File: config.mk
export PLATFORM = sky130hd
export DESIGN_NAME = riscv_pma_arbiter
export DESIGN_NICKNAME = d
export VERILOG_FILES = /design/src/rtl/riscv_pma_pkg.sv /design/src/rtl/riscv_pma_arbiter.sv
export SDC_FILE = /design/constraint.sdc
export NUM_CORES = 1
export LEC_CHECK = 0
export CORE_ASPECT_RATIO = 1.4
export CORE_MARGIN = 2
export CORE_UTILIZATION = 30
export CTS_CLUSTER_DIAMETER = 50
export CTS_CLUSTER_SIZE = 14
export DETAILED_ROUTE_END_ITERATION = 8
export PLACE_DENSITY = 0.93
export SLEW_MARGIN = 10
export SYNTH_ARGS = -nofsm -noshare
export SYNTH_HDL_FRONTEND = slang
export SYNTH_SLANG_ARGS = --single-unit
File: constraint.sdc
create_clock -name clk_i -period 2.8 [get_ports clk_i]
set_input_delay 0.84 -clock clk_i [delete_from_list [all_inputs] [get_ports clk_i]]
set_output_delay 0.84 -clock clk_i [all_outputs]
set_load 0.05 [all_outputs]
File: src/rtl/riscv_pma_pkg.sv
// Shared types for the PMA checker and the fetch/data arbiter that feeds it.
package riscv_pma_pkg;

  typedef enum logic [2:0] {
    BYTE  = 3'd0,
    HWORD = 3'd1,
    WORD  = 3'd2,
    DWORD = 3'd3,
    QWORD = 3'd4
  } biu_size_t;

  typedef struct packed {
    logic [1:0] mem_type;
    logic       r;
    logic       w;
    logic       x;
    logic       c;
    logic       cc;
    logic       ri;
    logic       wi;
    logic       m;
    logic [1:0] amo_type;
    logic       a;
  } pmacfg_t;

  typedef enum logic {
    SRC_IF = 1'b0,
    SRC_DT = 1'b1
  } pmarb_src_t;

  typedef enum logic {
    ARB_IDLE   = 1'b0,
    ARB_LOCKED = 1'b1
  } pmarb_state_t;

  localparam int STARVE_W = 4;
  localparam int LOCK_W   = 8;

endpackage

File: src/rtl/riscv_pma_arbiter.sv
// Arbitrates fetch and data accesses onto one PMA checker; the checker result
// is registered and returned one cycle later tagged with its source.
module riscv_pma_arbiter
  import riscv_pma_pkg::*;
#(
  parameter int XLEN         = 32,
  parameter int PLEN         = (XLEN == 32) ? 34 : 56,
  parameter int STARVE_LIMIT = 4,
  parameter int LOCK_TIMEOUT = 8
) (
  input  logic             clk_i,
  input  logic             rst_i,
  input  logic             flush_i,

  input  logic             if_req_i,
  input  logic [PLEN-1:0]  if_adr_i,
  input  biu_size_t        if_size_i,
  input  logic             if_misaligned_i,
  output logic             if_ack_o,

  input  logic             dt_req_i,
  input  logic [PLEN-1:0]  dt_adr_i,
  input  biu_size_t        dt_size_i,
  input  logic             dt_we_i,
  input  logic             dt_lock_i,
  input  logic             dt_misaligned_i,
  output logic             dt_ack_o,

  output logic             chk_req_o,
  output logic             chk_instruction_o,
  output logic             chk_we_o,
  output logic             chk_lock_o,
  output logic             chk_misaligned_o,
  output logic [PLEN-1:0]  chk_adr_o,
  output biu_size_t        chk_size_o,
  input  pmacfg_t          chk_pma_i,
  input  logic             chk_exception_i,
  input  logic             chk_misaligned_i,
  input  logic             chk_is_cache_i,
  input  logic             chk_is_ext_i,
  input  logic             chk_is_tcm_i,

  output logic             rsp_valid_o,
  output pmarb_src_t       rsp_src_o,
  output pmacfg_t          rsp_pma_o,
  output logic             rsp_exception_o,
  output logic             rsp_misaligned_o,
  output logic             rsp_cache_o,
  output logic             rsp_ext_o,
  output logic             rsp_tcm_o
);

  localparam logic [STARVE_W-1:0] STARVE_LIM_C = STARVE_W'(STARVE_LIMIT);
  localparam logic [LOCK_W-1:0]   LOCK_TO_C    = LOCK_W'(LOCK_TIMEOUT);

  function automatic logic [STARVE_W-1:0] sat_inc_starve(input logic [STARVE_W-1:0] v);
    return (v == {STARVE_W{1'b1}}) ? v : v + 1'b1;
  endfunction

  function automatic logic [LOCK_W-1:0] sat_inc_lock(input logic [LOCK_W-1:0] v);
    return (v == {LOCK_W{1'b1}}) ? v : v + 1'b1;
  endfunction

  pmarb_state_t          state;
  logic [STARVE_W-1:0]   starve_cnt;
  logic [LOCK_W-1:0]     lock_cnt;
  logic                  grant_if;
  logic                  grant_dt;
  logic                  grant_any;
  logic [LOCK_W-1:0]     lock_cnt_nxt;

  logic                  vld_p1;
  pmarb_src_t            src_p1;
  pmacfg_t               pma_p1;
  logic                  exception_p1;
  logic                  misaligned_p1;
  logic                  cache_p1;
  logic                  ext_p1;
  logic                  tcm_p1;

  // Stage p0: combinational grant and checker drive
  always_comb begin
    grant_if = 1'b0;
    grant_dt = 1'b0;
    if (!rst_i && !flush_i) begin
      if (state == ARB_LOCKED) begin
        grant_dt = dt_req_i;
      end else if (if_req_i && dt_req_i) begin
        if (starve_cnt == STARVE_LIM_C) grant_if = 1'b1;
        else                            grant_dt = 1'b1;
      end else begin
        grant_if = if_req_i;
        grant_dt = dt_req_i;
      end
    end
  end

  assign grant_any    = grant_if | grant_dt;
  assign lock_cnt_nxt = sat_inc_lock(lock_cnt);

  assign if_ack_o          = grant_if;
  assign dt_ack_o          = grant_dt;
  assign chk_req_o         = grant_any;
  assign chk_instruction_o = grant_if;
  assign chk_we_o          = grant_dt & dt_we_i;
  assign chk_lock_o        = grant_dt & dt_lock_i;
  assign chk_misaligned_o  = grant_if ? if_misaligned_i : dt_misaligned_i;
  assign chk_adr_o         = grant_if ? if_adr_i : dt_adr_i;
  assign chk_size_o        = grant_if ? if_size_i : dt_size_i;

  // Stage p1: registered checker result plus arbitration state
  always_ff @(posedge clk_i) begin
    if (rst_i) begin
      state         <= ARB_IDLE;
      starve_cnt    <= '0;
      lock_cnt      <= '0;
      vld_p1        <= 1'b0;
      src_p1        <= SRC_IF;
      pma_p1        <= '0;
      exception_p1  <= 1'b0;
      misaligned_p1 <= 1'b0;
      cache_p1      <= 1'b0;
      ext_p1        <= 1'b0;
      tcm_p1        <= 1'b0;
    end else begin
      vld_p1 <= grant_any;
      if (grant_any) begin
        src_p1        <= grant_if ? SRC_IF : SRC_DT;
        pma_p1        <= chk_pma_i;
        exception_p1  <= chk_exception_i;
        misaligned_p1 <= chk_misaligned_i;
        cache_p1      <= chk_is_cache_i;
        ext_p1        <= chk_is_ext_i;
        tcm_p1        <= chk_is_tcm_i;
      end

      if (flush_i) begin
        state      <= ARB_IDLE;
        starve_cnt <= '0;
        lock_cnt   <= '0;
      end else begin
        case (state)
          ARB_IDLE: begin
            lock_cnt <= '0;
            if (if_req_i && dt_req_i)
              starve_cnt <= grant_if ? '0 : sat_inc_starve(starve_cnt);
            else
              starve_cnt <= '0;
            if (grant_dt && dt_lock_i && !chk_exception_i)
              state <= ARB_LOCKED;
          end
          ARB_LOCKED: begin
            // A faulting locked access cannot leave the sequence open.
            if (grant_dt) begin
              lock_cnt <= '0;
              if (!dt_lock_i || chk_exception_i) state <= ARB_IDLE;
            end else if (lock_cnt_nxt >= LOCK_TO_C) begin
              lock_cnt <= '0;
              state    <= ARB_IDLE;
            end else begin
              lock_cnt <= lock_cnt_nxt;
            end
          end
          default: state <= ARB_IDLE;
        endcase
      end
    end
  end

  assign rsp_valid_o      = vld_p1;
  assign rsp_src_o        = src_p1;
  assign rsp_pma_o        = pma_p1;
  assign rsp_exception_o  = exception_p1;
  assign rsp_misaligned_o = misaligned_p1;
  assign rsp_cache_o      = cache_p1;
  assign rsp_ext_o        = ext_p1;
  assign rsp_tcm_o        = tcm_p1;

endmodule

---- Word-level counts from Yosys, hierarchy flattened ----
Cells that the tools add are included.
cells by class
  $add $sub $neg .......................... 2
  magnitude comparators ................... 1
  eq/ne operators ......................... 4
  muxes and demuxes ....................... 24
  bitwise logic cells ..................... 4
  reduce and logical (&&, ||, !) cells .... 11
operator list
  operator             number
  $mux 34              1
  $mux 8               3
  $pmux 8 s2           1
  $mux 1               14
  $mux 4               3
  $add 8x1->8 const B  1
  $eq 8x8->1 const B   1
  $ge 8x4->1 const B   1
  $add 4x1->4 const B  1
  $eq 4x3->1 const B   1
  $eq 4x4->1 const B   1
  $logic_and 1x1->1    4
  $logic_not 1->1      4
  $mux 3               1
  $ne 3x3->1 const B   1
  $and 1x1->1          2
  $pmux 1 s2           1
  $reduce_and 2->1     1
  $reduce_or 2->1      1
  $logic_or 1x1->1     1
  $not 1->1            1
  $or 1x1->1           1
storage, ports and cells
  flip-flop bits (word level) ............. 33
  input port bits ......................... 101

---- Depth between registers and ports, before layout ----
Gate-level depths: netlist of the first run.
  word-level depth ........................ 9
  mapped depth ............................ 6
  depth with buffers taken out ............ 6

---- Worst setup path before layout of the first run ----
Ideal clock, no wire load.
  kind .................................... input port to output port
  start ................................... in rst_i
  end ..................................... out chk_we_o
  arrival ................................. 2.108 ns
  setup slack ............................. -0.148 ns
  stages on the path ...................... 3
  buffers on the path ..................... 0
  path through ............................ nor2_1 -> o311a_1 -> and2_1
on the way
  longest elaborated chain between the ends .. 4
RTL lines
  element            line                      text
  from (decl)        riscv_pma_arbiter.sv:12   input logic rst_i,
  $logic_not 1->1    riscv_pma_arbiter.sv:85   if (!rst_i && !flush_i) begin
  $logic_and 1x1->1  riscv_pma_arbiter.sv:85
  $mux 1             riscv_pma_arbiter.sv:85
  via dt_ack_o       riscv_pma_arbiter.sv:27   output logic dt_ack_o,
  $and 1x1->1        riscv_pma_arbiter.sv:105  assign chk_we_o = grant_dt & dt_we_i;
  to (decl)          riscv_pma_arbiter.sv:31   output logic chk_we_o,
The timed path passes the listed nets, and every way through them passes these cells.

---- Worst setup path after layout of the first run ----
  start ................................... in if_req_i
  end ..................................... out chk_adr_o[14]
on the way
  longest elaborated chain between the ends .. 5
RTL lines
  element            line                      text
  from (decl)        riscv_pma_arbiter.sv:15   input logic if_req_i,
  $logic_and 1x1->1  riscv_pma_arbiter.sv:88   end else if (if_req_i && dt_req_i) begin
  $mux 1 *           riscv_pma_arbiter.sv:88
  $mux 1 *           riscv_pma_arbiter.sv:86   if (state == ARB_LOCKED) begin
  $mux 1 *           riscv_pma_arbiter.sv:85
  $mux 34 *          riscv_pma_arbiter.sv:108  assign chk_adr_o = grant_if ? if_adr_i : dt_adr_i;
  to (decl)          riscv_pma_arbiter.sv:34   output logic [PLEN-1:0] chk_adr_o,
Mark *: on every way between the ends. The rest lies on a longest branch, timed or not.

==> results of run 1 <==
-- routing by layer --
| metal | GRT usage | vias to the layer above | wire length, um |
|---|---|---|---|
| li1 | - | 1008 | - |
| met1 | 0.221 | 973 | 2510 |
| met2 | 0.489 | 131 | 4290 |
| met3 | 0.120 | 24 | 1060 |
| met4 | 0.0683 | 0 | 172 |
| met5 | 0 | - | 0 |
-- per-stage QoR --
stage	power [mW]	hold WS, ps
after CTS	1.63	456
after detailed placement	1.03	449
after global placement	1.02	441
after global routing	1.68	473
after floorplan	0.774	513
final	1.63	457
-- state kept, by name (all words and copies together), names as in the netlist --
signal,count
rsp_valid_o,1
rsp_tcm_o,1
lock_cnt,8
rsp_misaligned_o,1
starve_cnt,4
rsp_exception_o,1
state,1
rsp_ext_o,1
rsp_src_o,1
rsp_cache_o,1
rsp_pma_o,13
-- critical path, stage by stage --
cell	delay, ps
buf_6	70
nor2b_4	150
nand2_2	70
a21oi_4	150
buf_12	150
buf_12	120
buf_16	120
mux2_4	310
buf_8	150
-- layout make-up --
| class | instances | area (um^2) | area share |
|---|---|---|---|
| clock buffers | 5 | 68.8 | 0.0168 |
| clock inverters | 3 | 65.1 | 0.0159 |
| inverters | 7 | 26.3 | 0.00642 |
| multi-input cells | 142 | 1100 | 0.268 |
| flip-flops and latches | 33 | 662 | 0.162 |
| well taps | 68 | 85.1 | 0.0208 |
| repair buffers | 185 | 2090 | 0.510 |
-- power groups by stage --
stage	sequential (mW)	combinational [mW]	clock, mW
after floorplan	0.548	0.226	0
after global placement	0.505	0.512	0
after detailed placement	0.506	0.519	0
after CTS	0.496	0.602	0.534
after global routing	0.498	0.628	0.554
final	0.496	0.604	0.533
-- kinds of logic (layout without fill, tap and decap cells) --
| kind of cell | Yosys count | in the layout | share of synthesized area |
|---|---|---|---|
| compound gates | 28 | 28 | 0.0906 |
| xor+xnor | 4 | 4 | 0.0205 |
| other cells | 1 | 5 | 0.00219 |
| mux | 39 | 39 | 0.256 |
| fa+ha+maj | 3 | 3 | 0.0219 |
| flops | 33 | 33 | 0.386 |
| simple gates | 63 | 63 | 0.173 |
| buf+inv | 17 | 200 | 0.0504 |
-- synthesized netlist by cell type, drive strengths merged --
| master | count | area, um^2 |
|---|---|---|
| and2 | 1 | 6.26 |
| nand4 | 2 | 12.5 |
| dfxtp | 33 | 661 |
| inv | 6 | 22.5 |
| clkbuf | 2 | 7.51 |
| conb | 1 | 3.75 |
| nand3 | 2 | 10.0 |
| nor2 | 11 | 41.3 |
| nor3 | 2 | 10.0 |
| nor3b | 1 | 7.51 |
| a21oi | 21 | 109 |
| a31oi | 2 | 12.5 |
| o21ai | 4 | 23.8 |
| nor4bb | 1 | 10.0 |
| nor2b | 1 | 6.26 |
| nor4b | 1 | 23.8 |
| ha | 3 | 37.5 |
| nand3b | 1 | 7.51 |
| mux2 | 38 | 428 |
| and3 | 1 | 6.26 |
| xor2 | 3 | 26.3 |
| xnor2 | 1 | 8.76 |
| nand2 | 38 | 143 |
| o311a | 1 | 10.0 |
| mux2i | 1 | 10.0 |
| or4 | 1 | 11.3 |
| clkinv | 1 | 3.75 |
| buf | 8 | 52.6 |
-- worst paths after layout --
check / startpoint / endpoint / cells after the start
worst max-delay path: if_req_i / chk_adr_o[14] / 9
worst min-delay path: rsp_pma_o[0] / rsp_pma_o[0] / 2
worst max register to register: starve_cnt[1] / starve_cnt[2] / 7
worst min register to register: rsp_pma_o[0] / rsp_pma_o[0] / 2
-- timing repair --
item	CTS	global route
cloned	5	0
buffers inserted	9	0
pin swaps	3	0
setup endpoints to repair	44	40
gates resized for setup	96	7
==> impl_results.md, run 1 <==
- CTS tree: done
- Root Buffer: clkbuf_8
- TNS Setup: -4010 ps
- Finished Cell Area: 4090 um^2
- Worst-Margin Slew: 543 ps
- I/O pin cnt: 165
- Hold buffer count at CTS: 0
- Final core utilization: 0.740
- R2r setup slk: 1060 ps
- Antenna viol nets, final: 0
- Cells after Synth: around 190
- DPL Wire Length: 5530 um
- Placed Cells: 423
- Final hold vios: 0
- Placeable Area: ~5500 um^2
- Dpl cell area: 3460 um^2
- Final Setup Violations: 38
- CTS sink cnt: 33
- Starting density of the core: 0.310
- Clk pin slew, worst setup/hold paths: 70 ps
- PnR worst setup slack: -182 ps
- Port buffer count: approximately 160
- Fin cells: 443
- Clk_lat worst skew: 290 ps
- Fill cells: 362
- Total number of vias: 2136
- Layout overhead on the synthesized area: 139%
- Number of warning messages in the yosys log: 0
- Num CTS Buffers: 5
- RD Place Congestion: 0.857
- Post-DR vias/cell: ~4.8
- Pleak: 1.68 nW
- First-pass GRT wire length: between 10000 and 15000 um
- Row count: 32
- Htree depth: 2
- Combinational power share: 0.370
- Pins Over Slew Limit: 0
- Worst path required time: 1960 ps
- Die ar.: 6330 um^2
- Largest net degree at the start of global routing: 20
- Netlist cell types: 33
- Most frequent cells in the layout: clkdlybuf4s50_1 (116), nand2_1 (36), dfxtp_1 (32)
- Ant. Diodes: 0
- WL final: 8030 um
- Fmax: 335 MHz
- RSZ-0062 raised after global routing: true
- Share of power burned in registers: 0.304
- DR WL/cell: 18.1 um
- Chip width: 67.8 um
- Crit path kind: input pin to primary output
- GRT Overall Usage: 0.253
- Number of global-route vias before repair: 2320
- Cell Int Power: 1.15 mW
- Clock Power Share: 0.326
- Grt ovf: 0
- Relative slew slack: 0.637
- Chip Height: 93.4 um
- P_sw: 485 uW
- Initial antenna violation count: 1
- Syn Std Cell Area: 1710 um^2
- Syn Area/Cell: between 9 and 10 um^2
- Initial DRC Count: 38
- Most common cell after layout, fill and taps aside: clkdlybuf4s50_1
- P per Cell Area: 399 nW/um^2
- Critical Path End Type: primary output
- Violated checks: setup timing
- Crit share post-route: 1.06
- Startpoint Class: input pin
- CP arrival: 2140 ps
- Worst min path class: flop to flop
- Register bit total from synthesis: 33
- Nets: 478
- Sequential element share of the synthesized area: 0.386
- Status: finished with violations
- Sw frac: 0.297
- Clk_skew: 6.50 ps
- Max-cap violation count: 0
- Clock Tree Buf Depth: 2
- Worst vdd ir: about 0.52 mV
- Critical-path maximum fanout: 5
- Layout cells sized above 1: 0.336
- First drt pass iteration count: 4
- Fin crit period: 2980 ps
- DRC viols: 0
- DP Worst Slack: -627 ps
Note: power is estimated with default switching activity, not from simulation.
==> run 2, diff against run 1 <==
- CORE_UTILIZATION: 30 -> 31
- CTS_BUF_LIST: not set -> sky130_fd_sc_hd__clkbuf_8
- PLACE_DENSITY: 0.93 -> 0.95
==> impl_results.md, run 2 (same netlist as run 1, synthesis figures left out) <==
- Worst path required time: 1960 ps (about the same)
- Initial antenna violation count: 1 (unchanged)
- CTS sink cnt: 33 (unchanged)
- Post-DR vias/cell: 4.85 (was 4.82)
- Max-cap violation count: 0 (unchanged)
- Worst hold path depth: 2 (unchanged)
- Port buffer count: 164 (unchanged)
- Worst min path class: flop to flop (unchanged)
- Antenna viol nets, final: 0 (unchanged)
- Finished Cell Area: 4100 um^2 (was 4090 um^2)
- Final Setup Violations: 38 (unchanged)
- Hold Slack: 457 ps (about the same)
- Ant. Diodes: 0 (unchanged)
- Grt ovf: 0 (unchanged)
- Htree depth: 2 (unchanged)
- Pins Over Slew Limit: 0 (unchanged)
- Critical-path maximum fanout: 10 (was 5)
- CP arrival: 2060 ps (was 2140 ps)
- Hold buffer count at CTS: 0 (unchanged)
- Dpl cell area: 3490 um^2 (was 3460 um^2)
- Clk_skew: 5.96 ps (was 6.50 ps)
- Row count: 32 (unchanged)
- Most common cell after layout, fill and taps aside: clkdlybuf4s50_1 (unchanged)
- CTS tree: done (unchanged)
- Pleak: 1.71 nW (was 1.68 nW)
- Final hold vios: 0 (unchanged)
- Largest net degree at the start of global routing: 20 (unchanged)
- Relative slew slack: 0.640 (was 0.637)
- Layout cells sized above 1: 0.335 (was 0.336)
- Fmax: 344 MHz (was 335 MHz)
- TNS Setup: -3230 ps (was -4010 ps)
- P per Cell Area: 356 nW/um^2 (was 399 nW/um^2)
- Die ar.: 6140 um^2 (was 6330 um^2)
- Chip width: 66.8 um (was 67.8 um)
- First drt pass iteration count: 4 (unchanged)
- Endpoint of the lowest-slack register-to-register path: starve_cnt[2] (unchanged)
- Worst-Margin Slew: 538 ps (was 543 ps)
- Final Total Pwr: 1.46 mW (was 1.63 mW)
- Worst r2r path cells: 7 (unchanged)
- Root Buffer: clkbuf_8 (unchanged)
- Violated checks: setup timing (unchanged)
- Fin cells: 444 (was 443)
- DP Worst Slack: -655 ps (was -627 ps)
- Num CTS Buffers: 5 (unchanged)
- Number of global-route vias before repair: 2269 (was 2320)
- Total number of vias: 2154 (was 2136)
- Crit share post-route: 1.04 (was 1.06)
- DR WL/cell: 18.6 um (was 18.1 um)
- Startpoint Class: input pin (unchanged)
- GRT Overall Usage: 0.265 (was 0.253)
- Layout overhead on the synthesized area: 139% (about the same)
- Placed Cells: 428 (was 423)
- Most frequent cells in the layout: clkdlybuf4s50_1 (116), nand2_1 (36), mux2_4 (35) (was clkdlybuf4s50_1 (116), nand2_1 (36), dfxtp_1 (32))
- Fill cells: 356 (was 362)
- Clk_lat worst skew: 290 ps (about the same)
- RSZ-0062 raised after global routing: true (unchanged)
- WL final: 8280 um (was 8030 um)
- Initial DRC Count: 62 (was 38)
- Reg-to-Reg Start: starve_cnt[1] (unchanged)
- Worst vdd ir: 0.399 mV (was 0.523 mV)
- Starting density of the core: 0.317 (was 0.310)
- DRC viols: 0 (unchanged)
- Chip Height: 91.9 um (was 93.4 um)
- Final core utilization: 0.758 (was 0.740)
- Clk pin slew, worst setup/hold paths: 70 ps (about the same)
- End of the worst hold path: rsp_pma_o[3] (was rsp_pma_o[0])
- First-pass GRT wire length: 12000 um (was 11800 um)
- Number of flip-flops in the largest register: 13 (unchanged)
- R2r setup slk: 1130 ps (was 1060 ps)
- Placeable Area: 5410 um^2 (was 5530 um^2)
- Fin crit period: 2900 ps (was 2980 ps)
- Clock Tree Buf Depth: 2 (unchanged)
- PnR worst setup slack: -103 ps (was -182 ps)
- HP Start: rsp_pma_o[3] (was rsp_pma_o[0])
- DPL Wire Length: 5730 um (was 5530 um)
- Crit path kind: input pin to primary output (unchanged)
- Status: finished with violations (unchanged)
- Critical Path End Type: primary output (unchanged)
- I/O pin cnt: 165 (unchanged)
- Nets: 479 (was 478)
- RD Place Congestion: 0.819 (was 0.857)
-- run 2: cell count changes in the layout (fill, tap and decap cells not counted), moves of 2 or more --
| cell | delta |
|---|---|
| mux2_2 | -12 |
| buf_8 | +13 |
| buf_6 | -8 |
| bufinv_16 | -2 |
| buf_12 | -3 |
| mux2_4 | +12 |
| buf_16 | -2 |
-- run 2: report_power, final --
part           internal, mW  switching (mW)
Combinational         0.321           0.302
Clock                 0.168           0.173
Sequential            0.487         0.00939
-- run 2: worst max-delay path by stage --
stage / from / endpoint / depth (start not counted)
2_1_floorplan: rst_i / chk_size_o[0] / 5
3_3_place_gp: if_req_i / chk_adr_o[9] / 7
3_5_place_dp: if_req_i / chk_adr_o[7] / 7
4_1_cts: flush_i / chk_adr_o[11] / 8
5_1_grt: flush_i / chk_adr_o[27] / 8
6_report: if_req_i / chk_adr_o[27] / 8
-- run 2: what timing repair did --
item,CTS,global route
pin swaps,3,1
hold endpoints to repair,0,0
endpoints found under the setup margin,44,38
gates cloned,2,1
setup buffers,3,3
resized for setup,117,17
-- run 2: area by class of cell --
| cell class | instances | area, um^2 | share of cell area |
|---|---|---|---|
| clock buffer | 5 | 68.8 | 0.0168 |
| clock inverter | 3 | 13.8 | 0.00336 |
| inverter | 7 | 26.3 | 0.00641 |
| multi-input combinational | 142 | 1140 | 0.279 |
| sequential | 33 | 662 | 0.161 |
| tap | 68 | 85.1 | 0.0208 |
| timing repair buffer | 186 | 2100 | 0.513 |
-- run 2: metal layers --
| metal | up-vias | global-route usage | wire length, um |
|---|---|---|---|
| met2 | 124 | 0.488 | 4410 |
| met3 | 15 | 0.139 | 1100 |
| met4 | 2 | 0.0731 | 144 |
| met5 | - | 0 | 15 |
| met1 | 1002 | 0.247 | 2600 |
| li1 | 1011 | - | - |
-- run 2: worst max-delay path: stages --
cell and delay, ps:
buf_6 80, nor2b_4 140, nand2_2 70, a21oi_4 170
buf_4 150, buf_12 140, mux2_4 330, buf_8 150
